--- src/rtl/div_sched_pkg.sv ---
// rtl/div_sched_pkg.sv - shared types, ALU divide function codes and helpers for the divider scheduler
package div_sched_pkg;

  localparam logic [4:0] ALU_DIV  = 5'h0c;
  localparam logic [4:0] ALU_DIVU = 5'h0d;
  localparam logic [4:0] ALU_REM  = 5'h0e;
  localparam logic [4:0] ALU_REMU = 5'h0f;

  typedef enum logic [1:0] {DS_IDLE, DS_RUN, DS_RESP} ds_state_e;

  function automatic logic is_rem(input logic [4:0] func);
    return (func == ALU_REM) || (func == ALU_REMU);
  endfunction

endpackage

--- src/rtl/div_scheduler_rr_arbiter.sv ---
// rtl/div_scheduler_rr_arbiter.sv - combinational round-robin arbiter, first request at/after pointer wins
module rr_arbiter #(
  parameter int N  = 2,
  parameter int PW = $clog2(N)
) (
  input  logic [N-1:0]  req,
  input  logic [PW-1:0] ptr,
  output logic [N-1:0]  grant,
  output logic [PW-1:0] grant_idx,
  output logic          any
);

  always_comb begin
    int idx;
    grant     = '0;
    grant_idx = '0;
    any       = 1'b0;
    idx       = 0;
    for (int off = 0; off < N; off++) begin
      idx = int'(ptr) + off;
      if (idx >= N) idx = idx - N;
      if (!any && req[idx]) begin
        any        = 1'b1;
        grant[idx] = 1'b1;
        grant_idx  = PW'(idx);
      end
    end
  end

endmodule

--- src/rtl/div_scheduler.sv ---
// rtl/div_scheduler.sv - shares one iterative divider between NUM_REQ requesters with round-robin grant
module div_scheduler
  import div_sched_pkg::*;
#(
  parameter int NUM_REQ = 2,
  parameter int TAG_W   = 5
) (
  input  logic                          clk,
  input  logic                          rst,
  input  logic [NUM_REQ-1:0]            req_valid,
  input  logic [NUM_REQ-1:0][31:0]      req_opa,
  input  logic [NUM_REQ-1:0][31:0]      req_opb,
  input  logic [NUM_REQ-1:0][4:0]       req_func,
  input  logic [NUM_REQ-1:0][TAG_W-1:0] req_tag,
  output logic [NUM_REQ-1:0]            req_ready,
  input  logic [NUM_REQ-1:0]            flush,
  output logic [NUM_REQ-1:0]            resp_valid,
  output logic [31:0]                   resp_data,
  output logic [TAG_W-1:0]              resp_tag,
  input  logic [NUM_REQ-1:0]            resp_ready,
  output logic [31:0]                   div_opa,
  output logic [31:0]                   div_opb,
  output logic [4:0]                    div_func,
  input  logic [31:0]                   div_quotient,
  input  logic [31:0]                   div_remainder,
  input  logic                          div_busy,
  output logic [31:0]                   busy_cycles
);

  localparam int PW = $clog2(NUM_REQ);

  ds_state_e    state_q, state_d;
  logic [PW-1:0] ptr_q, owner_q, grant_idx;
  logic [NUM_REQ-1:0] grant;
  logic          grant_any;

  // A requester being flushed this cycle is invisible to arbitration.
  rr_arbiter #(.N(NUM_REQ), .PW(PW)) u_arb (
    .req       (req_valid & ~flush),
    .ptr       (ptr_q),
    .grant     (grant),
    .grant_idx (grant_idx),
    .any       (grant_any)
  );

  always_ff @(posedge clk or posedge rst) begin
    if (rst) state_q <= DS_IDLE;
    else     state_q <= state_d;
  end

  always_comb begin
    state_d = state_q;
    case (state_q)
      DS_IDLE: if (grant_any) state_d = DS_RUN;
      DS_RUN: begin
        if (flush[owner_q])  state_d = DS_IDLE;
        else if (!div_busy)  state_d = DS_RESP;
      end
      DS_RESP: if (flush[owner_q] || resp_ready[owner_q]) state_d = DS_IDLE;
      default: state_d = DS_IDLE;
    endcase
  end

  always_comb begin
    req_ready  = (state_q == DS_IDLE) ? grant : '0;
    resp_valid = '0;
    if (state_q == DS_RESP) resp_valid[owner_q] = 1'b1;
  end

  // div_* keep the last issued operands when idle so the divider stays quiescent.
  always_ff @(posedge clk or posedge rst) begin
    if (rst) begin
      ptr_q       <= '0;
      owner_q     <= '0;
      div_opa     <= '0;
      div_opb     <= '0;
      div_func    <= ALU_DIVU;
      resp_data   <= '0;
      resp_tag    <= '0;
      busy_cycles <= '0;
    end else begin
      case (state_q)
        DS_IDLE: begin
          if (grant_any) begin
            div_opa  <= req_opa[grant_idx];
            div_opb  <= req_opb[grant_idx];
            div_func <= req_func[grant_idx];
            resp_tag <= req_tag[grant_idx];
            owner_q  <= grant_idx;
            ptr_q    <= (grant_idx == PW'(NUM_REQ - 1)) ? '0 : grant_idx + PW'(1);
          end
        end
        DS_RUN: begin
          busy_cycles <= busy_cycles + 32'd1;
          if (!flush[owner_q] && !div_busy)
            resp_data <= is_rem(div_func) ? div_remainder : div_quotient;
        end
        default: ;
      endcase
    end
  end

endmodule

--- config.mk ---
export PLATFORM = sky130hd
export DESIGN_NAME = div_scheduler
export DESIGN_NICKNAME = d
export VERILOG_FILES = /design/src/rtl/div_sched_pkg.sv /design/src/rtl/div_scheduler_rr_arbiter.sv /design/src/rtl/div_scheduler.sv
export SDC_FILE = /design/constraint.sdc
export NUM_CORES = 1
export LEC_CHECK = 0
export CAP_MARGIN = 20
export CORE_AREA = 2 2 142 144
export CTS_CLUSTER_SIZE = 14
export DETAILED_ROUTE_END_ITERATION = 8
export DIE_AREA = 0 0 144 146
export PLACE_DENSITY = 0.67
export RECOVER_POWER = 25
export SLEW_MARGIN = 15
export SYNTH_ARGS = -nofsm -noshare
export SYNTH_HDL_FRONTEND = slang
export SYNTH_SLANG_ARGS = --single-unit
--- constraint.sdc ---
create_clock -name clk -period 9.2 [get_ports clk]
set_clock_uncertainty 0.1 [all_clocks]
set_input_delay 1.84 -clock clk [delete_from_list [all_inputs] [get_ports clk]]
set_output_delay 1.84 -clock clk [all_outputs]
set_load 0.01 [all_outputs]
After elaboration in Yosys (flattened, before gate mapping)
Index checks and enable logic that the tools add are counted.
{"block": "op_classes", "n_addsub": 5, "order_cmp": 9, "eq_ne": 7, "muxes": 41, "bitwise": 3, "reduce_logical": 14}
{"cell": "$mux W32", "count": 7}
{"cell": "$ge A32 B1 Y1 const B", "count": 2}
{"cell": "$lt A32 B3 Y1 const B", "count": 2}
{"cell": "$add A32 B1 Y32 const B", "count": 1}
{"cell": "$ge A32 B3 Y1 const B", "count": 1}
{"cell": "$sub A32 B3 Y32 const B", "count": 1}
{"cell": "$mux W5", "count": 4}
{"cell": "$mux W1", "count": 18}
{"cell": "$mux W2", "count": 8}
{"cell": "$eq A5 B4 Y1 const B", "count": 2}
{"cell": "$pmux W2 S3", "count": 1}
{"cell": "$logic_and A1 B1 Y1", "count": 5}
{"cell": "$lt A1 B2 Y1 const B", "count": 2}
{"cell": "$ne A2 B2 Y1 const B", "count": 2}
{"cell": "$reduce_and A2 Y1", "count": 2}
{"cell": "$demux W1 S1", "count": 3}
{"cell": "$logic_not A1 Y1", "count": 3}
{"cell": "$ne A3 B3 Y1 const B", "count": 1}
{"cell": "$reduce_and A3 Y1", "count": 1}
{"cell": "$sub A1 B2 Y3 const B", "count": 1}
{"cell": "$add A1 B1 Y2 const B", "count": 1}
{"cell": "$and A2 B2 Y2", "count": 1}
{"cell": "$eq A2 B1 Y1 const B", "count": 1}
{"cell": "$eq A2 B2 Y1 const B", "count": 1}
{"cell": "other kinds (7)", "count": 8}
{"block": "word_totals", "reg_bits": 142, "inputBits": 221, "output_inout_bits": 142, "wordCells": 88}

Longest topological paths before layout
Gate-level depths: netlist of the first run.
{"block": "logic_depth", "word_depth": 11, "depth_mapped": 7, "ltp_nobuf": 5}

Modules after synthesis
A second synthesis of the first run with hierarchy kept.
{"block": "unflattened", "cells_unflattened": 624, "hier_area_um2": 6597.6}
{"mod": "div_scheduler", "instances": 1, "cells_each": 619, "area_each_um2": 6565.0, "seq_area_each_um2": 3557.2}
{"mod": "rr_arbiter", "instances": 1, "cells_each": 5, "area_each_um2": 32.5, "seq_area_each_um2": 0.0}

Least setup slack after synthesis of the first run
OpenSTA, ideal clock, no wires.
{"block": "synth_timing", "path_kind": "input to output", "startpoint": "input flush[0]", "endpoint": "output req_ready[0]", "arrival_ns": 2.971, "required_ns": 7.260, "setup_slack_ns": 4.289, "path_stages": 4, "path_buffers": 2, "path_cell_list": "or4b_1 > a31oi_1 > buf_2 > buf_2"}
{"block": "synth_via", "elab_chain_cells": 10, "elab_cells_between_ends": 15, "cone_classes": "10 x mux; 3 x bitwise; 2 x reduce/logical"}
{"element": "start, declared", "line_no": "div_scheduler.sv:16", "text": "input logic [NUM_REQ-1:0] flush,"}
{"element": "$not A2 Y2 *", "line_no": "div_scheduler.sv:39", "text": ".req (req_valid & ~flush),"}
{"element": "$and A2 B2 Y2 *", "line_no": "div_scheduler.sv:39"}
{"element": "$mux W1 (not written as such) (3 in a row)", "line_no": "div_scheduler_rr_arbiter.sv:22", "text": "if (!any && req[idx]) begin"}
{"element": "$mux W1", "line_no": "div_scheduler_rr_arbiter.sv:22"}
{"element": "$logic_not A1 Y1", "line_no": "div_scheduler_rr_arbiter.sv:22"}
{"element": "$logic_and A1 B1 Y1", "line_no": "div_scheduler_rr_arbiter.sv:22"}
{"element": "$mux W2 *", "line_no": "div_scheduler_rr_arbiter.sv:22"}
{"element": "$mux W2 *", "line_no": "div_scheduler.sv:65", "text": "req_ready = (state_q == DS_IDLE) ? grant : '0;"}
{"element": "end, declared", "line_no": "div_scheduler.sv:15", "text": "output logic [NUM_REQ-1:0] req_ready,"}
Mark *: on every way between the ends. The rest lies on a longest branch, timed or not. The select of a mux whose other input is x is not followed.

Final worst setup path of the first run
{"block": "layout_timing", "startpoint": "input req_valid[1]", "endpoint": "output req_ready[1]"}
{"block": "layout_via", "elab_chain_cells": 9, "elab_cells_between_ends": 14, "cone_classes": "10 x mux; 2 x bitwise; 2 x reduce/logical"}
{"element": "start, declared", "line_no": "div_scheduler.sv:10", "text": "input logic [NUM_REQ-1:0] req_valid,"}
{"element": "$and A2 B2 Y2 *", "line_no": "div_scheduler.sv:39"}
{"element": "$mux W1 (not written as such) (3 in a row)", "line_no": "div_scheduler_rr_arbiter.sv:22"}
{"element": "$mux W1", "line_no": "div_scheduler_rr_arbiter.sv:22"}
{"element": "$logic_not A1 Y1", "line_no": "div_scheduler_rr_arbiter.sv:22"}
{"element": "$logic_and A1 B1 Y1", "line_no": "div_scheduler_rr_arbiter.sv:22"}
{"element": "$mux W2 *", "line_no": "div_scheduler_rr_arbiter.sv:22"}
{"element": "$mux W2 *", "line_no": "div_scheduler.sv:65"}
Marks and branches as above.

==> impl_metrics.py, run 1 <==
metrics = {
    "die": {
        "dieArea_mm2": 0.0210,
        "core-area_mm2": 0.0193,
        "die_h_um": 146,
        "die_x_um": 144,
        "start_util_pct": 31.9,
        "row_count": 51,
        "io_pins": 363,
    },
    "clock_tree": {
        "cts_max_level": 4,
        "cts_hold_buf": 0,
        "clkSinkCount": 142,
        "path_clk_slew_ps": 60,
        "post_cts_resize_count": 0,
        "clockBufferDepth": 2,
        "cts_tree": "built",
        "root_buffer": "clkbuf_16",
        "numCtsBuffers": 17,
        "insertion_delay_ps": 410,
        "post-cts-setup-buffer-count": 0,
    },
    "cells_and_area": {
        "final_core_util_pct": 54.9,
        "areaGrowthSynthToFinish_pct": 72.0,
        "nFillCells": 1718,
        "final_common_cell": "clkdlybuf4s50_1",
        "multi_input_area_mm2": 0.00214,
        "design_area_mm2": 0.0106,
        "drive_gt1_share_pct": 5.38,
        "num_antenna_cells": 0,
        "final_cell_mix": "clkdlybuf4s50_1 (361), dfrtp_1 (139), inv_1 (80)",
        "seqCellArea_mm2": 0.00356,
        "fin_nets": 1119,
    },
    "synth": {
        "synthesis.nets": 769,
        "yosys_most_used_dff": "dfrtp_1",
        "ys_ff_latch": 142,
        "syn_area_per_cell_um2": 11.3,
        "yosysSeqAreaShare_pct": 57.7,
        "ys_types": 37,
        "synth_edf_count": 0,
        "postSynth.asyncResetShare_pct": 100,
        "yosysWarnings": 0,
        "synth.cell_area_mm2": 0.00617,
        "syn_inst": 547,
    },
    "drt": {
        "wl_mm": 21.0,
        "ant_nets": 0,
        "via_count": 5781,
        "avgViaCountPerCell": 4.92,
        "drt-initial-drc-count": 509,
        "drc": 0,
        "post_drt_wl_per_cell_um": 17.9,
        "dr.pass1.iters": 8,
    },
    "grt": {
        "overflow": 0,
        "grt_pass1_vias": 5717,
        "grt_use_total_pct": 19.7,
        "antenna_found_initial": 0,
        "grt_max_degree": 85,
        "grt_pass1_wl_mm": 32.1,
    },
    "placed_design": {
        "placed_cell_area_mm2": 0.0100,
        "port_buffers": 362,
        "place_hpwl_mm": 15.3,
        "place_congestion": 0.776,
        "place_ws_ps": 3490,
    },
    "pwr": {
        "power.density_mw_per_mm2": 282,
        "cellLeakagePower_uw": 0.00491,
        "vdd_drop_max_mv": 0.175,
    },
    "setup_path": {
        "critPathMaxFanout": 2,
        "crit_path_start_kind": "input port",
        "worstSetupEndpointType": "output pin",
        "arrival_ps": 3770,
        "worstPathRequired_ps": 7260,
        "critPathKind": "input port to output pin",
    },
    "job": {
        "maxCapViolCount": 1,
    },
    "min_path": {
        "hold_path.class": "register to register",
    },
    "timing": {
        "holdWs_ps": 373,
        "setup_ws_ps": 3490,
        "tightest_slew_ps": 3720,
        "rsz0062_at_grt": "false",
        "min_period_ps": 5710,
        "timing.fmax_mhz": 175,
        "final.setup.tns_ps": 0,
        "drv_slew": 85,
        "finalSetupViolations": 0,
        "slew_headroom_pct": -149,
        "hold_violations": 0,
        "timing.final.crit_share_pct": 62.1,
    },
    "status": {
        "status": "complete, but fails checks",
        "violations": "capacitance limit, slew limit",
    },
}
-- routing by layer --
layer	global-route usage, %	share of wire (%)	vias to the layer above
met3	5.89	8.3	27
met2	33.0	50	263
met4	6.42	2.0	0
met5	0	0	-
met1	24.2	40	2792
li1	-	-	2699
-- through the flow --
stage	cells	total power [uW]
after floorplan	547	1550
after CTS	1175	3030
after global placement	1143	2280
after global routing	1175	3170
final	1175	2990
after detailed placement	1143	2300
-- synth_stat cells (2+ instances only) --
cell,n,area share (%)
nand4b_1,2,0.28
a21o_1,3,0.37
xor2_1,12,1.7
mux2i_1,34,5.5
buf_1,5,0.30
nor3_1,7,0.57
dfrtp_1,139,56
inv_1,81,4.9
nor2_1,40,2.4
and4_1,2,0.28
dfstp_2,3,1.3
clkbuf_1,19,1.2
xnor2_1,19,2.7
nand2_1,18,1.1
buf_2,9,0.73
nor2b_1,2,0.20
nand4_1,9,0.91
or2_2,2,0.20
buf_6,4,0.73
nand3_1,11,0.89
a222oi_1,74,12
and3_1,2,0.20
nor4_1,4,0.41
a21oi_1,33,2.7
-- worst max-delay path, stage by stage --
cell             delay (ps)
clkdlybuf4s50_1         540
nor4b_1                 530
o31a_2                  280
clkdlybuf4s50_1         580
-- sequential cells by signal, indices dropped and copies added (netlist names) --
name / count
div_opb: 32
resp_tag: 5
div_opa: 32
resp_data: 32
ptr_q: 1
busy_cycles: 32
owner_q: 1
div_func: 5
state_q: 2
-- report_power, final --
group / switching (uW) / internal [uW] / leakage [uW]
sequential: 164 / 886 / 0.00176
clock: 282 / 432 / 0.000301
combinational: 531 / 694 / 0.00285
total: 977 / 2010 / 0.00491
-- cell type report --
| type | instances | share of cell area [%] |
|---|---|---|
| repair buffers | 368 | 34.6 |
| well taps | 265 | 3.13 |
| flip-flops and latches | 142 | 33.5 |
| clock buffers | 17 | 4.01 |
| clock inverters | 15 | 1.71 |
| multi-input cells | 287 | 20.2 |
| inverters | 81 | 2.88 |
-- final timing paths --
path	startpoint	end	slack, ps	cells past startpoint
worst max-delay path	req_valid[1]	req_ready[1]	3490	4
min in group asynchronous	rst	resp_data[26]	2850	2
worst max register to register	state_q[0]	div_opb[23]	6630	5
worst min-delay path	busy_cycles[31]	busy_cycles[31]	370	1
max in group asynchronous	rst	div_opb[22]	4190	3
worst min register to register	busy_cycles[31]	busy_cycles[31]	370	1
-- cells by family after synthesis --
| family | share of synthesized area [%] |
|---|---|
| xor gates and xnor gates | 4.40 |
| AOI/OAI and AO/OA | 15.3 |
| buffers and inverters | 7.85 |
| muxes | 5.70 |
| adders and majority gates | 0.203 |
| and+or+nand+nor | 8.90 |
| DFF | 57.7 |
(Power assumes the default switching activity.)
==> run 2, diff against run 1 <==
- CORE_AREA: 2 2 142 144 -> 2 2 143 145
- DIE_AREA: 0 0 144 146 -> 0 0 145 147
- clock period: 9.2 -> 5.3 ns (I/O delays scaled with it)
==> run 2 against run 1 <==
Compared with the run above:
- critical endpoint unchanged
- register-to-register slack worse by 4000 ps
- final cell count increased by 0.51%
- cell area grew 0.65%
- count of clock-buffer cells in the layout is 2 higher
- the run still ends with capacitance limit, slew limit left
- core utilization decreased by 1.1 points
- largest cell class unchanged
- die area rose by 1.4%
- routed wire length barely moved
==> impl_metrics.py, run 2 (synthesized netlist as in run 1, its figures left out) <==
metrics = {
    "setup_path": {
        "worstPathRequired_ps": 4140,
        "worst-path-buf-inv": 2,
        "critPathKind": "input port to output pin",
        "arrival_ps": 2960,
        "worstSetupEndpointType": "output pin",
        "cp_slowest_cell": "clkdlybuf4s50_1",
        "max_stage_delay_ps": 560,
        "worstPathCellList": "clkdlybuf4s50_1 -> nor4b_1 -> o31a_2 -> clkdlybuf4s50_1",
        "crit_path_start_kind": "input port",
        "critPathMaxFanout": 2,
        "cp_common_cell": "clkdlybuf4s50_1",
        "path_delay_family": "buffers and inverters",
    },
    "drt": {
        "met3_length_mm": 1.69,
        "via_count": 5800,
        "routed.top_layer": "met4",
        "avgViaCountPerCell": 4.91,
        "drt-initial-drc-count": 446,
        "drt-met1-wl_mm": 8.53,
        "dr.pass1.iters": 6,
        "post_drt_wl_per_cell_um": 17.8,
        "drc": 0,
        "ant_nets": 0,
        "wl_mm": 21.0,
        "met2_length_mm": 10.4,
    },
    "cells_and_area": {
        "final_cell_mix": "clkdlybuf4s50_1 (361), dfrtp_1 (139), inv_1 (80)",
        "final_core_util_pct": 53.8,
        "design_area_mm2": 0.0107,
        "fin_nets": 1120,
        "areaGrowthSynthToFinish_pct": 73.1,
        "num_antenna_cells": 0,
        "final_common_cell": "clkdlybuf4s50_1",
        "drive_gt1_share_pct": 5.49,
        "nFillCells": 1770,
        "fin_cells": 1181,
    },
    "timing": {
        "slew_headroom_pct": -41.5,
        "finalSetupViolations": 0,
        "min_period_ps": 4120,
        "rsz0062_at_grt": "false",
        "timing.final.crit_share_pct": 77.7,
        "final.setup.tns_ps": 0,
        "tightest_slew_ps": 2120,
        "hold_violations": 0,
        "timing.fmax_mhz": 243,
        "drv_slew": 101,
    },
    "die": {
        "core-area_mm2": 0.0198,
        "die_x_um": 145,
        "row_count": 52,
        "start_util_pct": 31.1,
        "io_pins": 363,
        "dieArea_mm2": 0.0213,
        "die_h_um": 147,
    },
    "clock_tree": {
        "cts_max_level": 4,
        "post-cts-setup-buffer-count": 0,
        "cts_tree": "built",
        "post_cts_resize_count": 0,
        "clockBufferDepth": 2,
        "root_buffer": "clkbuf_16",
        "numCtsBuffers": 17,
        "path_clk_slew_ps": 60,
        "clkSinkCount": 142,
        "insertion_delay_ps": 420,
        "cts_hold_buf": 0,
    },
    "pwr": {
        "power.density_mw_per_mm2": 495,
        "total_power_uw": 5280,
        "vdd_drop_max_mv": 0.314,
        "cellLeakagePower_uw": 0.00492,
    },
    "grt": {
        "grt_pass1_vias": 5950,
        "grt_max_degree": 101,
        "overflow": 0,
        "grt_use_total_pct": 19.8,
        "antenna_found_initial": 0,
        "grt_pass1_wl_mm": 33.0,
    },
    "placed_design": {
        "place_inst": 1149,
        "port_buffers": 362,
        "place_hpwl_mm": 15.2,
        "place_congestion": 0.795,
        "placed_cell_area_mm2": 0.0100,
    },
    "status": {
        "violations": "capacitance limit, slew limit",
        "status": "complete, but fails checks",
    },
    "job": {
        "maxCapViolCount": 1,
    },
    "min_path": {
        "hold_path.class": "register to register",
    },
}
==> run 2: path summary, 6_finish.rpt <==
path / startpoint / endpoint / slack (ps) / depth (start not counted)
hold / removal: busy_cycles[31] / busy_cycles[31] / 370 / 1
min in group asynchronous: rst / busy_cycles[22] / 1650 / 2
max in group asynchronous: rst / div_opb[31] / 2250 / 3
setup / recovery: req_valid[1] / req_ready[1] / 1180 / 4
hold reg to reg: busy_cycles[31] / busy_cycles[31] / 370 / 1
setup reg to reg: state_q[0] / div_opa[5] / 2660 / 5
==> run 2: final cells by class <==
cell class	count	area, um2	area share (%)
Tap cell	270	338	3.16
Inverter	81	308	2.88
Multi-Input combinational cell	287	2150	20.1
Clock buffer	19	443	4.15
Sequential cell	142	3560	33.3
Timing Repair Buffer	369	3680	34.4
Clock inverter	13	210	1.97
==> run 2: stage by stage <==
stage,hold WS [ps],setup slack (ps)
floorplan,374,335
global placement,364,1200
detailed placement,366,1190
CTS,377,1180
global route,385,1110
finish,370,1180
==> run 2: power by group <==
group          internal, uW  switching (uW)  leakage (uW)
logic                  1210             925       0.00285
registers              1540             272       0.00176
clock network           851             489      0.000314
total                  3590            1690       0.00492
==> run 2: routing by layer <==
| layer | GRT usage (%) | vias up |
|---|---|---|
| li1 | - | 2707 |
| met1 | 23.7 | 2784 |
| met2 | 33.1 | 271 |
| met3 | 6.83 | 38 |
| met4 | 7.13 | 0 |
| met5 | 0 | - |
==> run 2: worst reg2reg max path, cell delays in order (launching register included) <==
cell and delay, ps:
dfrtp_1 490, nor4b_1 620, o31a_2 280, buf_4 630
a222oi_1 330, inv_1 110
